**config.mk**
```make
export PLATFORM = sky130hd
export DESIGN_NAME = divisor_reg_slave_flat
export DESIGN_NICKNAME = d
export VERILOG_FILES = /design/src/rtl/divisor_reg_pkg.sv /design/src/rtl/divisor_reg_slave_if.sv /design/src/rtl/divisor_reg_slave_wb_wait_responder.sv /design/src/rtl/divisor_reg_slave.sv /design/src/flat_wrapper.sv
export SDC_FILE = /design/constraint.sdc
export NUM_CORES = 1
export LEC_CHECK = 0
export CORE_UTILIZATION = 52
export CTS_BUF_LIST = sky130_fd_sc_hd__clkbuf_2
export DETAILED_ROUTE_END_ITERATION = 8
export PLACE_DENSITY = 0.86
export SYNTH_ARGS = -nofsm -noshare
export SYNTH_HDL_FRONTEND = slang
export SYNTH_SLANG_ARGS = --single-unit
```
**constraint.sdc**
```tcl
create_clock -name CLK_I -period 4.7 [get_ports CLK_I]
set_input_delay 0.705 -clock CLK_I [delete_from_list [all_inputs] [get_ports CLK_I]]
set_output_delay 0.705 -clock CLK_I [all_outputs]
set_load 0.05 [all_outputs]
```
**src/rtl/divisor_reg_pkg.sv**
```systemverilog
`default_nettype none
// ============================================================================
// Module      : divisor_reg_pkg
// Description : Register offsets, STATUS layout and handshake FSM encoding
//               shared by the divisor register slave.
// Revision    : 1.0 - initial release
// ============================================================================
package divisor_reg_pkg;

    localparam logic [1:0] OFS_LO     = 2'd0;
    localparam logic [1:0] OFS_HI     = 2'd1;
    localparam logic [1:0] OFS_STATUS = 2'd2;

    localparam int ST_PEND_LO  = 0;
    localparam int ST_PEND_HI  = 1;
    localparam int ST_ZERO_ERR = 2;
    localparam int ST_CNT_LSB  = 8;

    typedef enum logic [1:0] {
        S_IDLE = 2'd0,
        S_WAIT = 2'd1,
        S_RESP = 2'd2
    } wb_state_t;

    function automatic logic [31:0] status_word(input logic       pend_lo,
                                                input logic       pend_hi,
                                                input logic       zero_err,
                                                input logic [7:0] cnt);
        logic [31:0] w;
        w                   = '0;
        w[ST_PEND_LO]       = pend_lo;
        w[ST_PEND_HI]       = pend_hi;
        w[ST_ZERO_ERR]      = zero_err;
        w[ST_CNT_LSB +: 8]  = cnt;
        return w;
    endfunction

endpackage
`default_nettype wire

```
**src/rtl/divisor_reg_slave_if.sv**
```systemverilog
`default_nettype none
// ============================================================================
// Module      : divisor_reg_slave_if
// Description : Wishbone classic-cycle signal bundle (16-bit address, 32-bit
//               data) with master and slave views.
// Revision    : 1.0 - initial release
// ============================================================================
interface divisor_reg_slave_if;
    logic [15:0] ADR_I;
    logic [31:0] DAT_I;
    logic [31:0] DAT_O;
    logic        WE_I;
    logic        STB_I;
    logic        CYC_I;
    logic        ACK_O;
    logic        ERR_O;

    modport master (
        output ADR_I, DAT_I, WE_I, STB_I, CYC_I,
        input  DAT_O, ACK_O, ERR_O
    );

    modport slave (
        input  ADR_I, DAT_I, WE_I, STB_I, CYC_I,
        output DAT_O, ACK_O, ERR_O
    );
endinterface
`default_nettype wire

```
**src/rtl/divisor_reg_slave_wb_wait_responder.sv**
```systemverilog
`default_nettype none
// ============================================================================
// Module      : wb_wait_responder
// Description : IDLE/WAIT/RESP bus handshake with programmable wait states;
//               emits a one-cycle resp strobe plus the latched request.
// Revision    : 1.0 - initial release
// ============================================================================
module wb_wait_responder
    import divisor_reg_pkg::*;
#(
    parameter int WAIT_STATES = 1,
    parameter int DATA_W      = 32
) (
    input  wire logic              clk,
    input  wire logic              rst,
    input  wire logic              i_req,
    input  wire logic              i_cyc,
    input  wire logic              i_stb,
    input  wire logic [15:0]       i_adr,
    input  wire logic              i_we,
    input  wire logic [DATA_W-1:0] i_dat,
    output logic                   o_resp,
    output logic [15:0]            o_adr,
    output logic                   o_we,
    output logic [DATA_W-1:0]      o_dat
);

    localparam logic [2:0] c_LAST = (WAIT_STATES == 0) ? 3'd0 : 3'(WAIT_STATES - 1);

    wb_state_t          r_state;
    wb_state_t          w_next;
    logic [2:0]         r_cnt;
    logic [15:0]        r_adr;
    logic               r_we;
    logic [DATA_W-1:0]  r_dat;

    always_ff @(posedge clk or posedge rst) begin
        if (rst) begin
            r_state <= S_IDLE;
            r_cnt   <= 3'd0;
            r_adr   <= '0;
            r_we    <= 1'b0;
            r_dat   <= '0;
        end else begin
            r_state <= w_next;
            if (r_state == S_IDLE && i_req) begin
                r_adr <= i_adr;
                r_we  <= i_we;
                r_dat <= i_dat;
                r_cnt <= 3'd0;
            end else if (r_state == S_WAIT) begin
                r_cnt <= r_cnt + 3'd1;
            end
        end
    end

    always_comb begin
        w_next = r_state;
        o_resp = 1'b0;
        case (r_state)
            S_IDLE: begin
                if (i_req)
                    w_next = (WAIT_STATES > 0) ? S_WAIT : S_RESP;
            end
            S_WAIT: begin
                // Master withdrawing the cycle abandons the request untouched.
                if (!(i_cyc && i_stb))
                    w_next = S_IDLE;
                else if (r_cnt == c_LAST)
                    w_next = S_RESP;
            end
            S_RESP: begin
                o_resp = 1'b1;
                w_next = S_IDLE;
            end
            default: w_next = S_IDLE;
        endcase
    end

    assign o_adr = r_adr;
    assign o_we  = r_we;
    assign o_dat = r_dat;

endmodule
`default_nettype wire

```
**src/rtl/divisor_reg_slave.sv**
```systemverilog
`default_nettype none
// ============================================================================
// Module      : divisor_reg_slave
// Description : Wishbone slave holding the sampling-clock divisor halves and a
//               status word; commits both halves atomically to divisor_out.
// Revision    : 1.0 - initial release
// ============================================================================
module divisor_reg_slave
    import divisor_reg_pkg::*;
#(
    parameter logic [15:0] BASE_ADR    = 16'h400A,
    parameter int          WAIT_STATES = 1,
    parameter logic [31:0] DEFAULT_DIV = 32'd2
) (
    input  wire logic           CLK_I,
    input  wire logic           RST_I,
    divisor_reg_slave_if.slave  bus,
    output logic [31:0]         divisor_out,
    output logic                divisor_update
);

    localparam logic [15:0] c_ADR_LO = BASE_ADR + {14'd0, OFS_LO};
    localparam logic [15:0] c_ADR_HI = BASE_ADR + {14'd0, OFS_HI};
    localparam logic [15:0] c_ADR_ST = BASE_ADR + {14'd0, OFS_STATUS};

    logic        w_hit;
    logic        w_resp;
    logic [15:0] w_adr;
    logic        w_we;
    logic [15:0] w_dat;
    logic        w_is_lo;
    logic        w_is_hi;
    logic        w_is_st;
    logic [31:0] w_rdata;
    logic [32:0] w_commit_unused;

    logic [15:0] r_shadow_lo;
    logic [15:0] r_shadow_hi;
    logic        r_pend_lo;
    logic        r_pend_hi;
    logic [7:0]  r_commit_cnt;
    logic        r_zero_err;
    logic        r_ack;
    logic        r_err;
    logic [31:0] r_dat_o;
    logic [31:0] r_divisor;
    logic        r_update;

    assign w_hit = bus.CYC_I && bus.STB_I &&
                   (bus.ADR_I == c_ADR_LO || bus.ADR_I == c_ADR_HI || bus.ADR_I == c_ADR_ST);

    wb_wait_responder #(
        .WAIT_STATES (WAIT_STATES),
        .DATA_W      (16)
    ) u_resp (
        .clk    (CLK_I),
        .rst    (RST_I),
        .i_req  (w_hit),
        .i_cyc  (bus.CYC_I),
        .i_stb  (bus.STB_I),
        .i_adr  (bus.ADR_I),
        .i_we   (bus.WE_I),
        .i_dat  (bus.DAT_I[15:0]),
        .o_resp (w_resp),
        .o_adr  (w_adr),
        .o_we   (w_we),
        .o_dat  (w_dat)
    );

    assign w_is_lo = (w_adr == c_ADR_LO);
    assign w_is_hi = (w_adr == c_ADR_HI);
    assign w_is_st = (w_adr == c_ADR_ST);
    assign w_commit_unused = '0;

    always_comb begin
        w_rdata = 32'd0;
        if (w_is_lo)
            w_rdata = {16'd0, r_shadow_lo};
        else if (w_is_hi)
            w_rdata = {16'd0, r_shadow_hi};
        else if (w_is_st)
            w_rdata = status_word(r_pend_lo, r_pend_hi, r_zero_err, r_commit_cnt);
    end

    always_ff @(posedge CLK_I or posedge RST_I) begin
        if (RST_I) begin
            r_shadow_lo  <= DEFAULT_DIV[15:0];
            r_shadow_hi  <= DEFAULT_DIV[31:16];
            r_pend_lo    <= 1'b0;
            r_pend_hi    <= 1'b0;
            r_commit_cnt <= 8'd0;
            r_zero_err   <= 1'b0;
            r_ack        <= 1'b0;
            r_err        <= 1'b0;
            r_dat_o      <= 32'd0;
            r_divisor    <= DEFAULT_DIV;
            r_update     <= 1'b0;
        end else begin
            r_ack    <= 1'b0;
            r_err    <= 1'b0;
            r_dat_o  <= 32'd0;
            r_update <= 1'b0;

            if (w_resp) begin
                if (w_we && w_is_st) begin
                    r_err <= 1'b1;
                end else begin
                    r_ack <= 1'b1;
                    if (w_we) begin
                        if (w_is_lo) begin
                            r_shadow_lo <= w_dat;
                            r_pend_lo   <= 1'b1;
                        end
                        if (w_is_hi) begin
                            r_shadow_hi <= w_dat;
                            r_pend_hi   <= 1'b1;
                        end
                    end else begin
                        r_dat_o <= w_rdata;
                        if (w_is_st)
                            r_zero_err <= 1'b0;
                    end
                end
            end

            // A commit never shares an edge with a response, so ordering here
            // only matters for readability: the commit always sees settled flags.
            if (r_pend_lo && r_pend_hi) begin
                r_pend_lo    <= 1'b0;
                r_pend_hi    <= 1'b0;
                r_update     <= 1'b1;
                r_commit_cnt <= r_commit_cnt + 8'd1;
                if ({r_shadow_hi, r_shadow_lo} == 32'd0) begin
                    r_divisor  <= 32'd1;
                    r_zero_err <= 1'b1;
                end else begin
                    r_divisor  <= {r_shadow_hi, r_shadow_lo};
                end
            end
        end
    end

    assign bus.ACK_O      = r_ack;
    assign bus.ERR_O      = r_err;
    assign bus.DAT_O      = r_dat_o;
    assign divisor_out    = r_divisor;
    assign divisor_update = r_update;

endmodule
`default_nettype wire

```
**src/flat_wrapper.sv**
```systemverilog
// flat-port wrapper written by rule: the top's interface ports become plain ports
module divisor_reg_slave_flat import divisor_reg_pkg::*;
#(
    parameter logic [15:0] BASE_ADR    = 16'h400A,
    parameter int          WAIT_STATES = 1,
    parameter logic [31:0] DEFAULT_DIV = 32'd2
)
  (CLK_I, RST_I, divisor_out, divisor_update, bus_ADR_I, bus_DAT_I, bus_WE_I, bus_STB_I, bus_CYC_I, bus_DAT_O, bus_ACK_O, bus_ERR_O);
  divisor_reg_slave_if bus_i ();
  input  wire logic CLK_I;
  input  wire logic RST_I;
  output logic [31:0] divisor_out;
  output logic divisor_update;
  input wire logic [$bits(bus_i.ADR_I)-1:0] bus_ADR_I;
  input wire logic [$bits(bus_i.DAT_I)-1:0] bus_DAT_I;
  input wire logic [$bits(bus_i.WE_I)-1:0] bus_WE_I;
  input wire logic [$bits(bus_i.STB_I)-1:0] bus_STB_I;
  input wire logic [$bits(bus_i.CYC_I)-1:0] bus_CYC_I;
  output wire logic [$bits(bus_i.DAT_O)-1:0] bus_DAT_O;
  output wire logic [$bits(bus_i.ACK_O)-1:0] bus_ACK_O;
  output wire logic [$bits(bus_i.ERR_O)-1:0] bus_ERR_O;
  assign bus_i.ADR_I = bus_ADR_I;
  assign bus_i.DAT_I = bus_DAT_I;
  assign bus_i.WE_I = bus_WE_I;
  assign bus_i.STB_I = bus_STB_I;
  assign bus_i.CYC_I = bus_CYC_I;
  assign bus_DAT_O = bus_i.DAT_O;
  assign bus_ACK_O = bus_i.ACK_O;
  assign bus_ERR_O = bus_i.ERR_O;
  divisor_reg_slave #(.BASE_ADR(BASE_ADR), .WAIT_STATES(WAIT_STATES), .DEFAULT_DIV(DEFAULT_DIV)) u_core (.CLK_I(CLK_I), .RST_I(RST_I), .bus(bus_i), .divisor_out(divisor_out), .divisor_update(divisor_update));
endmodule
```
==> key figures, run 1 <==
Drt
  – DR top layer: met4
  – Routed metal-1 wirelength: approximately 5000 um
  – Routed length on met2: between 6000 and 7000 um
  – Met3 routed WL: roughly 710 um
  – Remaining DRCs: 0
  – DRT iter0 DRCs: between 200 and 300
  – Routed wire length: ~12000 um
  – Vias: ~3.9k
  – Post-DR wirelength/cell: 16.7 um
  – ANT nets after route: 0
  – Number of detailed-route iterations in the first pass: 4
  – Via density: ~5.4

CTS
  – Post-CTS Resized: 0
  – Number of buffers created by CTS: 17
  – Clk_lat worst skew: between 700 and 800 ps
  – Clk root buf: clkbuf_2
  – Hold_buf cts: 0
  – CTS tree: built
  – Post-CTS Setup Inserts: 0
  – CTS H-tree depth: 4
  – Clock buffer depth: 2
  – Clock-pin slew on the worst setup and hold paths: about 160 ps
  – CTS Sinks: ~130

Layout
  – Number of filler cells placed in the layout: 737
  – Post-route design area: 6690 sq um
  – Nets: ~620
  – Sequential cell area: approximately 3300 sq um
  – Ant. Diodes: 0
  – Multi-input logic area: about 2000 sq um
  – Syn-to-layout area delta: 21.2%
  – Share of cells above drive strength 1: between 15 and 20%
  – Final Util: 64.8%

Power
  – Peak VDD IR: ~0.00021 V
  – Pwr dens: 281 nW/um^2
  – P_leak: between 3 and 4 nW

Timing
  – RSZ-0062 raised after global routing: no
  – Clock Skews: about 47 ps
  – Final hold vios: 0
  – Tcrit/Tclk final: between 50% and 60%
  – WHS: between 400 and 500 ps
  – Slew Limit Fails: 0
  – Final Setup Violations: 0
  – Setup TNS Final: 0 ps
  – Min cycle time layout: 2740 ps
  – Worst-Margin Slew: 1050 ps
  – Slew HR: a little under a third
  – Max Freq: about 370 MHz

Synthesis
  – Yosys reg bits: around 130
  – Synthesized area: ~5500 sq um
  – Synth top area cells: dfrtp_1, mux2_2, nand2_1, buf_4, o211a_1
  – Synth Area per Inst: 11.7 sq um
  – Post-Synthesis Cells: 473
  – Count of different cell masters after synthesis: 43
  – Largest area contributor in the netlist: dfrtp_1
  – Yosys warns: 0
  – Sequential-to-total area share from yosys stat: about three fifths
  – Top cell type's share of synthesized area: 58.9%

Floorplanning
  – Core area: slightly above 10000 sq um
  – I/O pin count: 120
  – Initial Utilization: 53.5%
  – Cell Rows: 37
  – Die area: approximately 11000 sq um
  – Die Span Y: roughly 110 um
  – Die Wd: 105 um

Worst setup path
  – Worst Path Arrival: about 2000 ps
  – Slowest stage delay, CP: 790 ps
  – Worst path cell trace: clkdlybuf4s50_1
  – Critical Path Sink Type: output port
  – Slowest CP cell: clkdlybuf4s50_1
  – Worst EP required: approximately 4000 ps
  – Crit path max-delay family: buffers and inverters
  – Max Fanout on Critical Path: 2
  – CP Launch Type: flop
  – Crit Path Category: flop to output port
  – Critical path buffers and inverters: 1

Global route
  – GRT Total Usage: between 20 and 25%
  – Initial antenna violation count: 0
  – Grt total ovfl: 0
  – Vias in the first global route: a little under 4k
  – Pin count of the biggest net entering global routing: 90
  – First-pass GRT wire length: 20100 um

Job
  – Maximum Capacitance Violations: 0

Outcome
  – Status: complete, no violations

Place
  – Placement Cell Area: ~6500 sq um
  – GPL Wtd Cong: 0.838
  – Detailed placer's ending HPWL: about 8400 um
  – I/O Buffers: 87

Worst hold path
  – Tightest Hold Check Type: flop to flop
layout by cell type, fill, tap and decap left out, drive strengths merged, types with 11 or more instances in the layout:
| master | count |
|---|---|
| nor3 | 11 |
| mux2 | 53 |
| o211a | 11 |
| conb | 16 |
| nand2 | 120 |
| nor4 | 12 |
| clkbuf | 18 |
| dfrtp | 130 |
| nor2b | 14 |
| clkdlybuf4s50 | 87 |
| a21oi | 12 |
| o21ai | 14 |
power breakdown:
| part | leakage, nW | switching, W | total, W | internal (W) |
|---|---|---|---|---|
| Sequential | 1.82 | 0.000000193 | 0.00114 | 0.00114 |
| Combinational | 1.42 | 0.0000557 | 0.0000846 | 0.0000289 |
| Clock | 0.131 | 0.000419 | 0.000660 | 0.000241 |
| Total | 3.37 | 0.000475 | 0.00188 | 0.00141 |
state kept, by name, summed over array words and instances, names as in the netlist:
register	flops
u_core.bus.ACK_O	1
u_core.bus.DAT_O	16
u_core.bus.ERR_O	1
u_core.divisor_out	32
u_core.divisor_update	1
u_core.r_commit_cnt	8
u_core.r_pend_hi	1
u_core.r_pend_lo	1
u_core.r_shadow_hi	16
u_core.r_shadow_lo	16
u_core.r_zero_err	1
u_core.u_resp.o_adr	16
u_core.u_resp.o_dat	16
u_core.u_resp.o_we	1
u_core.u_resp.r_cnt	3
u_core.u_resp.r_state	2
routing by layer:
layer / up-vias / global-route usage (%)
met5: - / 0
met4: 0 / 10.9
met3: 32 / 6.18
met2: 152 / 39.1
met1: 1914 / 30.5
li1: 1772 / -
final timing paths:
path,endpoint,cells after the start,from,slack (ps)
min in group asynchronous,u_core.r_commit_cnt[0]$_DFFE_PP0P_,2,RST_I,580
max reg2reg,u_core.r_shadow_lo[14]$_DFFE_PP0P_,4,u_core.u_resp.o_adr[12]$_DFFE_PP0P_,2190
max,divisor_out[1],1,u_core.divisor_out[1]$_DFFE_PP1P_,1960
min,u_core.divisor_out[1]$_DFFE_PP1P_,2,u_core.divisor_out[1]$_DFFE_PP1P_,470
min reg2reg,u_core.divisor_out[1]$_DFFE_PP1P_,2,u_core.divisor_out[1]$_DFFE_PP1P_,470
max in group asynchronous,u_core.bus.DAT_O[2]$_DFF_PP0_,3,RST_I,3170
layout make-up:
type | count | share of cell area (%)
multi-input combinational | 317 | 30.4
inverter | 5 | 0.318
clock inverter | 14 | 2.08
sequential | 132 | 49.4
clock buffer | 18 | 1.35
tap | 136 | 2.54
timing repair buffer | 95 | 13.9
cell families (layout without fill, tap and decap cells):
group	count (synthesis)	after routing	synth area share, %
simple gates	192	192	17.3
other cells	1	16	0.0679
compound gates	40	40	4.80
mux	58	58	11.7
buf+inv	39	132	4.33
xor+xnor	8	8	1.27
flops	132	132	59.9
fa+ha+maj	3	3	0.680
metrics by stage:
stage / power [W] / instances / worst slack [ps]
2_1_floorplan: 0.00122 / 488 / 472
3_3_place_gp: 0.00124 / 685 / 1850
3_5_place_dp: 0.00124 / 685 / 1820
4_1_cts: 0.00189 / 717 / 1910
5_1_grt: 0.00195 / 717 / 1870
6_report: 0.00188 / 717 / 1960
cells in the mapped netlist:
cell      number
clkinv_1       1
or2_2          3
nand3_2        1
xor2_1         4
nor3_1        10
nand3_1        3
nor3_4         1
or4_4          1
mux2_2        44
nor2b_1       14
buf_8          1
inv_1          4
nor4_1        10
nor2_1         6
dfstp_2        2
or3_4          2
nand2b_1       6
o211a_1       11
a41o_1         1
buf_6          2
xnor2_1        4
ha_1           3
dfrtp_1      130
o21ai_0       14
or3_1          1
nand2_1      120
o31ai_1        1
buf_2          2
mux2i_1        5
nor4b_1        1
mux2_1         9
buf_4         17
nor4_4         2
clkbuf_1      11
nor3b_1        1
nand4_1        4
buf_1          1
a21o_1         1
nor4b_2        2
nand3b_1       2
a21oi_1       12
conb_1         1
or4_1          2
Power figures use the tool's default switching activity.
==> run 2: changes to the inputs <==
--- a/config.mk
+++ b/config.mk
@@ -5,10 +5,10 @@
 export SDC_FILE = /design/constraint.sdc
 export NUM_CORES = 1
 export LEC_CHECK = 0
-export CORE_UTILIZATION = 52
+export CORE_UTILIZATION = 47
 export CTS_BUF_LIST = sky130_fd_sc_hd__clkbuf_2
 export DETAILED_ROUTE_END_ITERATION = 8
-export PLACE_DENSITY = 0.86
+export PLACE_DENSITY = 0.82
 export SYNTH_ARGS = -nofsm -noshare
 export SYNTH_HDL_FRONTEND = slang
 export SYNTH_SLANG_ARGS = --single-unit
==> constraint.sdc (replaced) <==
create_clock -name CLK_I -period 2.4 [get_ports CLK_I]
set_input_delay 0.36 -clock CLK_I [delete_from_list [all_inputs] [get_ports CLK_I]]
set_output_delay 0.36 -clock CLK_I [all_outputs]
set_load 0.05 [all_outputs]
==> key figures, run 2 (synthesis results as in run 1) <==
Worst setup path
  – Crit Path Category: flop to output port (unchanged)
  – Worst Path Arrival: 1920 ps (was 2030 ps)
  – Slowest stage delay, CP: 810 ps (was 790 ps)
  – Critical Path Sink Type: output port (unchanged)
  – Reg-to-Reg End: u_core.r_shadow_hi[8]$_DFFE_PP0P_ (was u_core.r_shadow_lo[14]$_DFFE_PP0P_)
  – Slowest CP cell: clkdlybuf4s50_1 (unchanged)
  – Worst path cell trace: clkdlybuf4s50_1 (unchanged)
  – CP Launch Type: flop (unchanged)
  – FF-to-FF setup slack: 270 ps (was 2190 ps)
  – Worst EP required: 2040 ps (was 3990 ps)
  – Max Fanout on Critical Path: 2 (unchanged)
  – Crit path max-delay family: buffers and inverters (unchanged)
  – Critical path buffers and inverters: 1 (unchanged)
  – Reg2reg start: u_core.u_resp.o_adr[4]$_DFFE_PP0P_ (was u_core.u_resp.o_adr[12]$_DFFE_PP0P_)
  – Reg2reg path depth: 5 (was 4)

Place
  – Dpl ws: 39.5 ps (was 1820 ps)
  – GPL Wtd Cong: 0.851 (was 0.838)
  – Detailed placer's ending HPWL: 8680 um (was 8420 um)
  – I/O Buffers: 87 (unchanged)

Drt
  – Vias: 3881 (was 3870)
  – DRT iter0 DRCs: 302 (was 261)
  – Number of detailed-route iterations in the first pass: 5 (was 4)
  – Post-DR wirelength/cell: 16.9 um (was 16.7 um)
  – Via density: 5.31 (was 5.40)
  – Routed wire length: 12400 um (was 12000 um)
  – Remaining DRCs: 0 (unchanged)
  – ANT nets after route: 0 (unchanged)

Power
  – Switching Share: 26.4% (was 25.2%)
  – Pwr dens: 556 nW/um^2 (was 281 nW/um^2)
  – Peak VDD IR: 0.000325 V (was 0.000207 V)
  – Reg power frac: 58.7% (was 60.4%)
  – Net Sw Power: 0.00100 W (was 0.000475 W)
  – Combinational share of power: 4.7% (was 4.5%)
  – Clock Power Share: 36.6% (was 35.1%)
  – Internal power: 0.00279 W (was 0.00141 W)
  – P_leak: 3.43 nW (was 3.37 nW)

Timing
  – Slew Limit Fails: 0 (unchanged)
  – Max Freq: roughly 440 MHz
  – Final Setup Violations: 0 (unchanged)
  – Clock Skews: 30.6 ps (was 47.5 ps)
  – Final worst setup slack: 122 ps (was 1960 ps)
  – Tcrit/Tclk final: between 90 and 100%
  – RSZ-0062 raised after global routing: no (unchanged)
  – Final hold vios: 0 (unchanged)
  – Min cycle time layout: roughly 2300 ps
  – Slew HR: 46.9% (was 30.3%)
  – Worst-Margin Slew: 795 ps (was 1050 ps)
  – Setup TNS Final: 0 ps (unchanged)

Layout
  – Most common cell after layout, fill and taps aside: dfrtp_1 (unchanged)
  – Max reg flops: 32 (unchanged)
  – Share of cells above drive strength 1: 17.9% (was 16.7%)
  – Nets: 631 (was 624)
  – Syn-to-layout area delta: 23.7% (was 21.2%)
  – Most frequent cells in the layout: dfrtp_1, nand2_1, clkdlybuf4s50_1 (unchanged)
  – Ant. Diodes: 0 (unchanged)
  – Number of filler cells placed in the layout: 898 (was 737)

Floorplanning
  – Die Span Y: 110 um (was 105 um)
  – Core area: 11400 sq um (was 10300 sq um)
  – Die area: 12200 sq um (was 11000 sq um)
  – Initial Utilization: 48.4% (was 53.5%)
  – I/O pin count: 120 (unchanged)
  – Die Wd: 110 um (was 105 um)
  – Cell Rows: 39 (was 37)

Global route
  – GR met1 Demand/Resource: 26.9% (was 30.5%)
  – First-pass GRT wire length: 20000 um (was 20100 um)
  – M2 GR Usage: 34.7% (was 39.1%)
  – Vias in the first global route: 3994 (was 3968)
  – Initial antenna violation count: 0 (unchanged)
  – Met3 GRT Util: 4.56% (was 6.18%)
  – GRT Total Usage: 21.1% (was 24.1%)
  – Pin count of the biggest net entering global routing: 43 (was 90)
  – Grt total ovfl: 0 (unchanged)
  – Gr busiest metal: met2 (unchanged)

Worst hold path
  – Hold Path Sink: u_core.u_resp.o_dat[12]$_DFFE_PP0P_ (was u_core.divisor_out[1]$_DFFE_PP1P_)
  – Hold path depth: 2 (unchanged)
  – Min-delay src: bus_DAT_I[12] (was u_core.divisor_out[1]$_DFFE_PP1P_)
  – Tightest Hold Check Type: primary input to flop (was flop to flop)

Job
  – Maximum Capacitance Violations: 0 (unchanged)

CTS
  – CTS tree: built (unchanged)
  – Clk root buf: clkbuf_2 (unchanged)
  – CTS Sinks: 132 (unchanged)
  – Number of buffers created by CTS: 17 (unchanged)
  – Clock buffer depth: 2 (unchanged)
  – Clock-pin slew on the worst setup and hold paths: 220 ps (was 160 ps)
  – CTS H-tree depth: 4 (unchanged)
  – Clk_lat worst skew: 680 ps (was 720 ps)

Outcome
  – Status: complete, no violations (unchanged)
## run 2: cell types whose count changed in the layout (fill, tap and decap cells not counted), sizes merged, moves of 2 or more
cell / change
inv: +4
clkinvlp: +2
clkinv: -5
buf: +6
## run 2: how the worst max path moves through the flow
| stage | to | slack, ps | from | cells past startpoint |
|---|---|---|---|---|
| 3_5_place_dp | u_core.u_resp.o_dat[3]$_DFFE_PP0P_ | 40 | bus_ADR_I[12] | 6 |
| 4_1_cts | divisor_out[0] | 60 | u_core.divisor_out[0]$_DFFE_PP0P_ | 1 |
| 3_3_place_gp | u_core.u_resp.o_dat[3]$_DFFE_PP0P_ | 70 | bus_ADR_I[4] | 5 |
| 6_report | divisor_out[0] | 120 | u_core.divisor_out[0]$_DFFE_PP0P_ | 1 |
| 2_1_floorplan | u_core.r_shadow_lo[0]$_DFFE_PP0P_ | 290 | u_core.u_resp.o_adr[12]$_DFFE_PP0P_ | 5 |
| 5_1_grt | divisor_out[16] | 8 | u_core.divisor_out[16]$_DFFE_PP0P_ | 1 |
## run 2: repair_timing
| action | CTS | global route |
|---|---|---|
| hold endpoints to repair | 5 | 0 |
| gates resized for setup | 1 | 0 |
| buffers inserted | 0 | 0 |
| endpoints found under the setup margin | 1 | 0 |
| hold buffers | 1 | 0 |
## run 2: cell type report
type	count	area, sq um	area share, %
repair buffers	102	1030	15.1
clock buffers	17	85.1	1.25
clock inverters	15	170	2.49
well taps	143	179	2.62
multi-input cells	317	2030	29.8
inverters	5	22.5	0.330
flip-flops and latches	132	3310	48.4
## run 2: metrics by stage
step                util [%]  std cells  hold WS (ps)  area [sq um]  total power, W
floorplan                  -        488           430          5580         0.00238
detailed placement      57.5        698           449          6570         0.00245
global placement        57.5        698           443          6570         0.00244
CTS                     59.8        731           213          6830         0.00383
finish                  59.8        731           275          6830         0.00380
global route            59.8        731           197          6830         0.00394
## run 2: routing by layer
layer	share of wire [%]	up-vias
li1	-	1783
met1	41	1914
met5	0	-
met2	51	164
met4	2.0	0
met3	5.9	20
## run 2: power groups by stage
stage | combinational, W | clock, W | sequential [W]
floorplan | 0.000113 | 0 | 0.00227
global placement | 0.000175 | 0 | 0.00227
detailed placement | 0.000179 | 0 | 0.00227
CTS | 0.000181 | 0.00142 | 0.00223
global route | 0.000191 | 0.00152 | 0.00223
finish | 0.000178 | 0.00139 | 0.00223
==> run 3: changes to the inputs <==
--- a/config.mk
+++ b/config.mk
@@ -5,10 +5,13 @@
 export SDC_FILE = /design/constraint.sdc
 export NUM_CORES = 1
 export LEC_CHECK = 0
-export CORE_UTILIZATION = 47
+export ABC_AREA = 1
+export CORE_UTILIZATION = 48
 export CTS_BUF_LIST = sky130_fd_sc_hd__clkbuf_2
 export DETAILED_ROUTE_END_ITERATION = 8
 export PLACE_DENSITY = 0.82
+export SKIP_LAST_GASP = 1
+export SLEW_MARGIN = 20
 export SYNTH_ARGS = -nofsm -noshare
 export SYNTH_HDL_FRONTEND = slang
 export SYNTH_SLANG_ARGS = --single-unit
==> key figures, run 3 <==
Layout
  – Max reg flops: 32 (unchanged)
  – Syn-to-layout area delta: 19.9% (was 23.7%)
  – Most frequent cells in the layout: nand2_1, dfrtp_1, clkdlybuf4s50_1 (was dfrtp_1, nand2_1, clkdlybuf4s50_1)
  – Post-Layout Cell Count: 925 (was 731)
  – Most common cell after layout, fill and taps aside: nand2_1 (was dfrtp_1)
  – Nets: 821 (was 631)
  – Final Util: 59.2% (was 59.8%)
  – Ant. Diodes: 0 (unchanged)
  – Share of cells above drive strength 1: 9.64% (was 17.9%)

Timing
  – WHS: 40.9 ps (was 275 ps)
  – Setup TNS Final: 0 ps (unchanged)
  – Max Freq: 440 MHz (was 439 MHz)
  – Final Setup Violations: 0 (unchanged)
  – Final worst setup slack: 126 ps (was 122 ps)
  – RSZ-0062 raised after global routing: no (unchanged)
  – Slew Limit Fails: 0 (unchanged)
  – Tcrit/Tclk final: 94.7% (was 94.9%)
  – Clock Skews: 41.9 ps (was 30.6 ps)
  – Worst-Margin Slew: 554 ps (was 795 ps)
  – Final hold vios: 0 (unchanged)
  – Min cycle time layout: 2270 ps (was 2280 ps)
  – Slew HR: 62.9% (was 46.9%)

Floorplanning
  – Cell Rows: 40 (was 39)
  – I/O pin count: 120 (unchanged)
  – Initial Utilization: 49.4% (was 48.4%)
  – Core area: 12000 sq um (was 11400 sq um)
  – Die Span Y: 113 um (was 110 um)
  – Die area: 12800 sq um (was 12200 sq um)
  – Die Wd: 113 um (was 110 um)

Place
  – GPL Wtd Cong: 0.900 (was 0.851)
  – Detailed placer's ending HPWL: 9290 um (was 8680 um)
  – Dpl ws: 529 ps (was 39.5 ps)
  – I/O Buffers: 87 (unchanged)
  – Placed Instances: 893 (was 698)

Synthesis
  – Predominant post-synthesis flop cell: dfrtp_1 (unchanged)
  – Most numerous cell in the Yosys netlist: nand2_1 (was dfrtp_1)
  – Number of synthesized flops with an enable pin: 0 (unchanged)
  – Synth top area cells: dfrtp_1, nand2_1, inv_1, nor2_1, o21ai_0 (was dfrtp_1, mux2_2, nand2_1, buf_4, o211a_1)
  – Top cell type's share of synthesized area: 54.8% (was 58.9%)
  – Top post-synthesis cells by count: nand2_1, dfrtp_1, inv_1, nor2_1, o21ai_0 (was dfrtp_1, nand2_1, mux2_2, buf_4)
  – Synth Area per Inst: 8.77 sq um (was 11.7 sq um)
  – Synth async-reset ratio: 100% (unchanged)
  – Yosys reg bits: 132 (unchanged)
  – Yosys warns: 0 (unchanged)
  – Sequential-to-total area share from yosys stat: 55.7% (was 59.9%)
  – Synthesized area: 5940 sq um (was 5520 sq um)
  – Count of different cell masters after synthesis: 37 (was 43)
  – Post-Synthesis Cells: 677 (was 473)
  – Largest area contributor in the netlist: dfrtp_1 (unchanged)

CTS
  – Clk_lat worst skew: 680 ps (about the same)
  – Clock buffer depth: 2 (unchanged)
  – Number of buffers created by CTS: 17 (unchanged)
  – CTS tree: built (unchanged)
  – Hold_buf cts: 0 (was 1)
  – CTS H-tree depth: 4 (unchanged)
  – Clk root buf: clkbuf_2 (unchanged)
  – CTS Sinks: 132 (unchanged)
  – Clock-pin slew on the worst setup and hold paths: 200 ps (was 220 ps)

Worst setup path
  – Crit path max-delay family: buffers and inverters (unchanged)
  – Worst EP required: 2040 ps (about the same)
  – CP Launch Type: flop (unchanged)
  – Crit Path Category: flop to output port (unchanged)
  – Worst path cell trace: clkdlybuf4s50_1 (unchanged)
  – Critical Path Sink Type: output port (unchanged)
  – Critical path buffers and inverters: 1 (unchanged)
  – Slowest CP cell: clkdlybuf4s50_1 (unchanged)
  – Worst Path Arrival: 1910 ps (was 1920 ps)
  – Slowest stage delay, CP: 820 ps (was 810 ps)
  – Max Fanout on Critical Path: 2 (unchanged)

Global route
  – Pin count of the biggest net entering global routing: 65 (was 43)
  – Initial antenna violation count: 0 (unchanged)
  – GR met1 Demand/Resource: 29.9% (was 26.9%)
  – Gr busiest metal: met2 (unchanged)
  – M2 GR Usage: 33.0% (was 34.7%)
  – Met3 GRT Util: 3.96% (was 4.56%)
  – Grt total ovfl: 0 (unchanged)
  – First-pass GRT wire length: 21000 um (was 20000 um)
  – GRT Total Usage: 21.2% (was 21.1%)
  – Vias in the first global route: 4322 (was 3994)

Job
  – Maximum Capacitance Violations: 0 (unchanged)

Drt
  – Number of detailed-route iterations in the first pass: 6 (was 5)
  – Routed wire length: 12600 um (was 12400 um)
  – ANT nets after route: 0 (unchanged)
  – Post-DR wirelength/cell: 13.7 um (was 16.9 um)
  – Vias: 4687 (was 3881)
  – Remaining DRCs: 0 (unchanged)
  – DRT iter0 DRCs: 468 (was 302)
  – Via density: 5.07 (was 5.31)

Outcome
  – Status: complete, no violations (unchanged)

Power
  – Peak VDD IR: 0.000293 V (was 0.000325 V)
  – Pwr dens: 530 nW/um^2 (was 556 nW/um^2)
  – P_leak: 3.64 nW (was 3.43 nW)

Worst hold path
  – Tightest Hold Check Type: primary input to async pin (was primary input to flop)
==> run 3: cell count changes in the layout (fill, tap and decap cells not counted), moves of 12 or more <==
| cell | previous run | this run |
|---|---|---|
| nand2_1 | 120 | 164 |
| inv_1 | 3 | 80 |
| o21ai_0 | 14 | 47 |
| nand2_2 | 0 | 12 |
| nor2_1 | 6 | 74 |
| nor2b_1 | 14 | 0 |
| mux2_2 | 44 | 0 |
| nand4_1 | 4 | 35 |
| nand3_1 | 3 | 30 |
==> run 3: layer usage <==
layer	vias to the layer above	wire length (um)
met5	-	0
met4	0	210
met3	20	852
met2	200	5800
met1	2183	5780
li1	2284	-
==> run 3: kinds of logic (layout without fill, tap and decap cells) <==
logic type | count (synthesis) | count (layout) | share of synthesized area (%)
buffers and inverters | 126 | 212 | 10.1
XOR/XNOR | 6 | 6 | 0.885
AND/OR/NAND/NOR | 340 | 340 | 26.6
flip-flops | 132 | 132 | 55.7
AO/OA/AOI/OAI | 69 | 69 | 5.97
adder cells (fa/ha/maj) | 3 | 3 | 0.632
other | 1 | 16 | 0.0632
==> run 3: through the flow <==
stage,total power [W],area [sq um]
2_1_floorplan,0.00240,6000
3_3_place_gp,0.00246,6870
3_5_place_dp,0.00246,6870
4_1_cts,0.00379,7110
5_1_grt,0.00391,7110
6_report,0.00377,7110
==> run 3: what timing repair did <==
item,CTS,global route
endpoints found under the setup margin,1,0
gates resized for setup,1,0
setup buffers,0,0
==> run 3: worst paths after layout <==
path	startpoint	end	slack, ps	cells after the start
max	u_core.divisor_out[3]$_DFFE_PP0P_	divisor_out[3]	130	1
min in group CLK_I	bus_DAT_I[8]	u_core.u_resp.o_dat[8]$_DFFE_PP0P_	230	3
max reg2reg	u_core.r_pend_lo$_DFFE_PP0P_	u_core.r_commit_cnt[6]$_DFFE_PP0P_	510	6
min	RST_I	u_core.divisor_out[11]$_DFFE_PP0P_	40	2
max in group asynchronous	RST_I	u_core.divisor_out[1]$_DFFE_PP1P_	1680	3
min reg2reg	u_core.r_shadow_lo[1]$_DFFE_PP1P_	u_core.r_shadow_lo[1]$_DFFE_PP1P_	480	2
==> run 3: report_power, final <==
part	internal [W]	switching, W
sequential	0.00223	0.00000387
clock	0.000501	0.000855
combinational	0.0000659	0.000117
total	0.00280	0.000975
==> run 3: area by class of cell <==
cell class / instances / area, sq um
Clock inverter: 13 / 148
Clock buffer: 19 / 95.1
Inverter: 82 / 312
Multi-Input combinational cell: 434 / 2090
Tap cell: 147 / 184
Timing Repair Buffer: 98 / 977
Fill cell: 1009 / 4900
Sequential cell: 132 / 3310
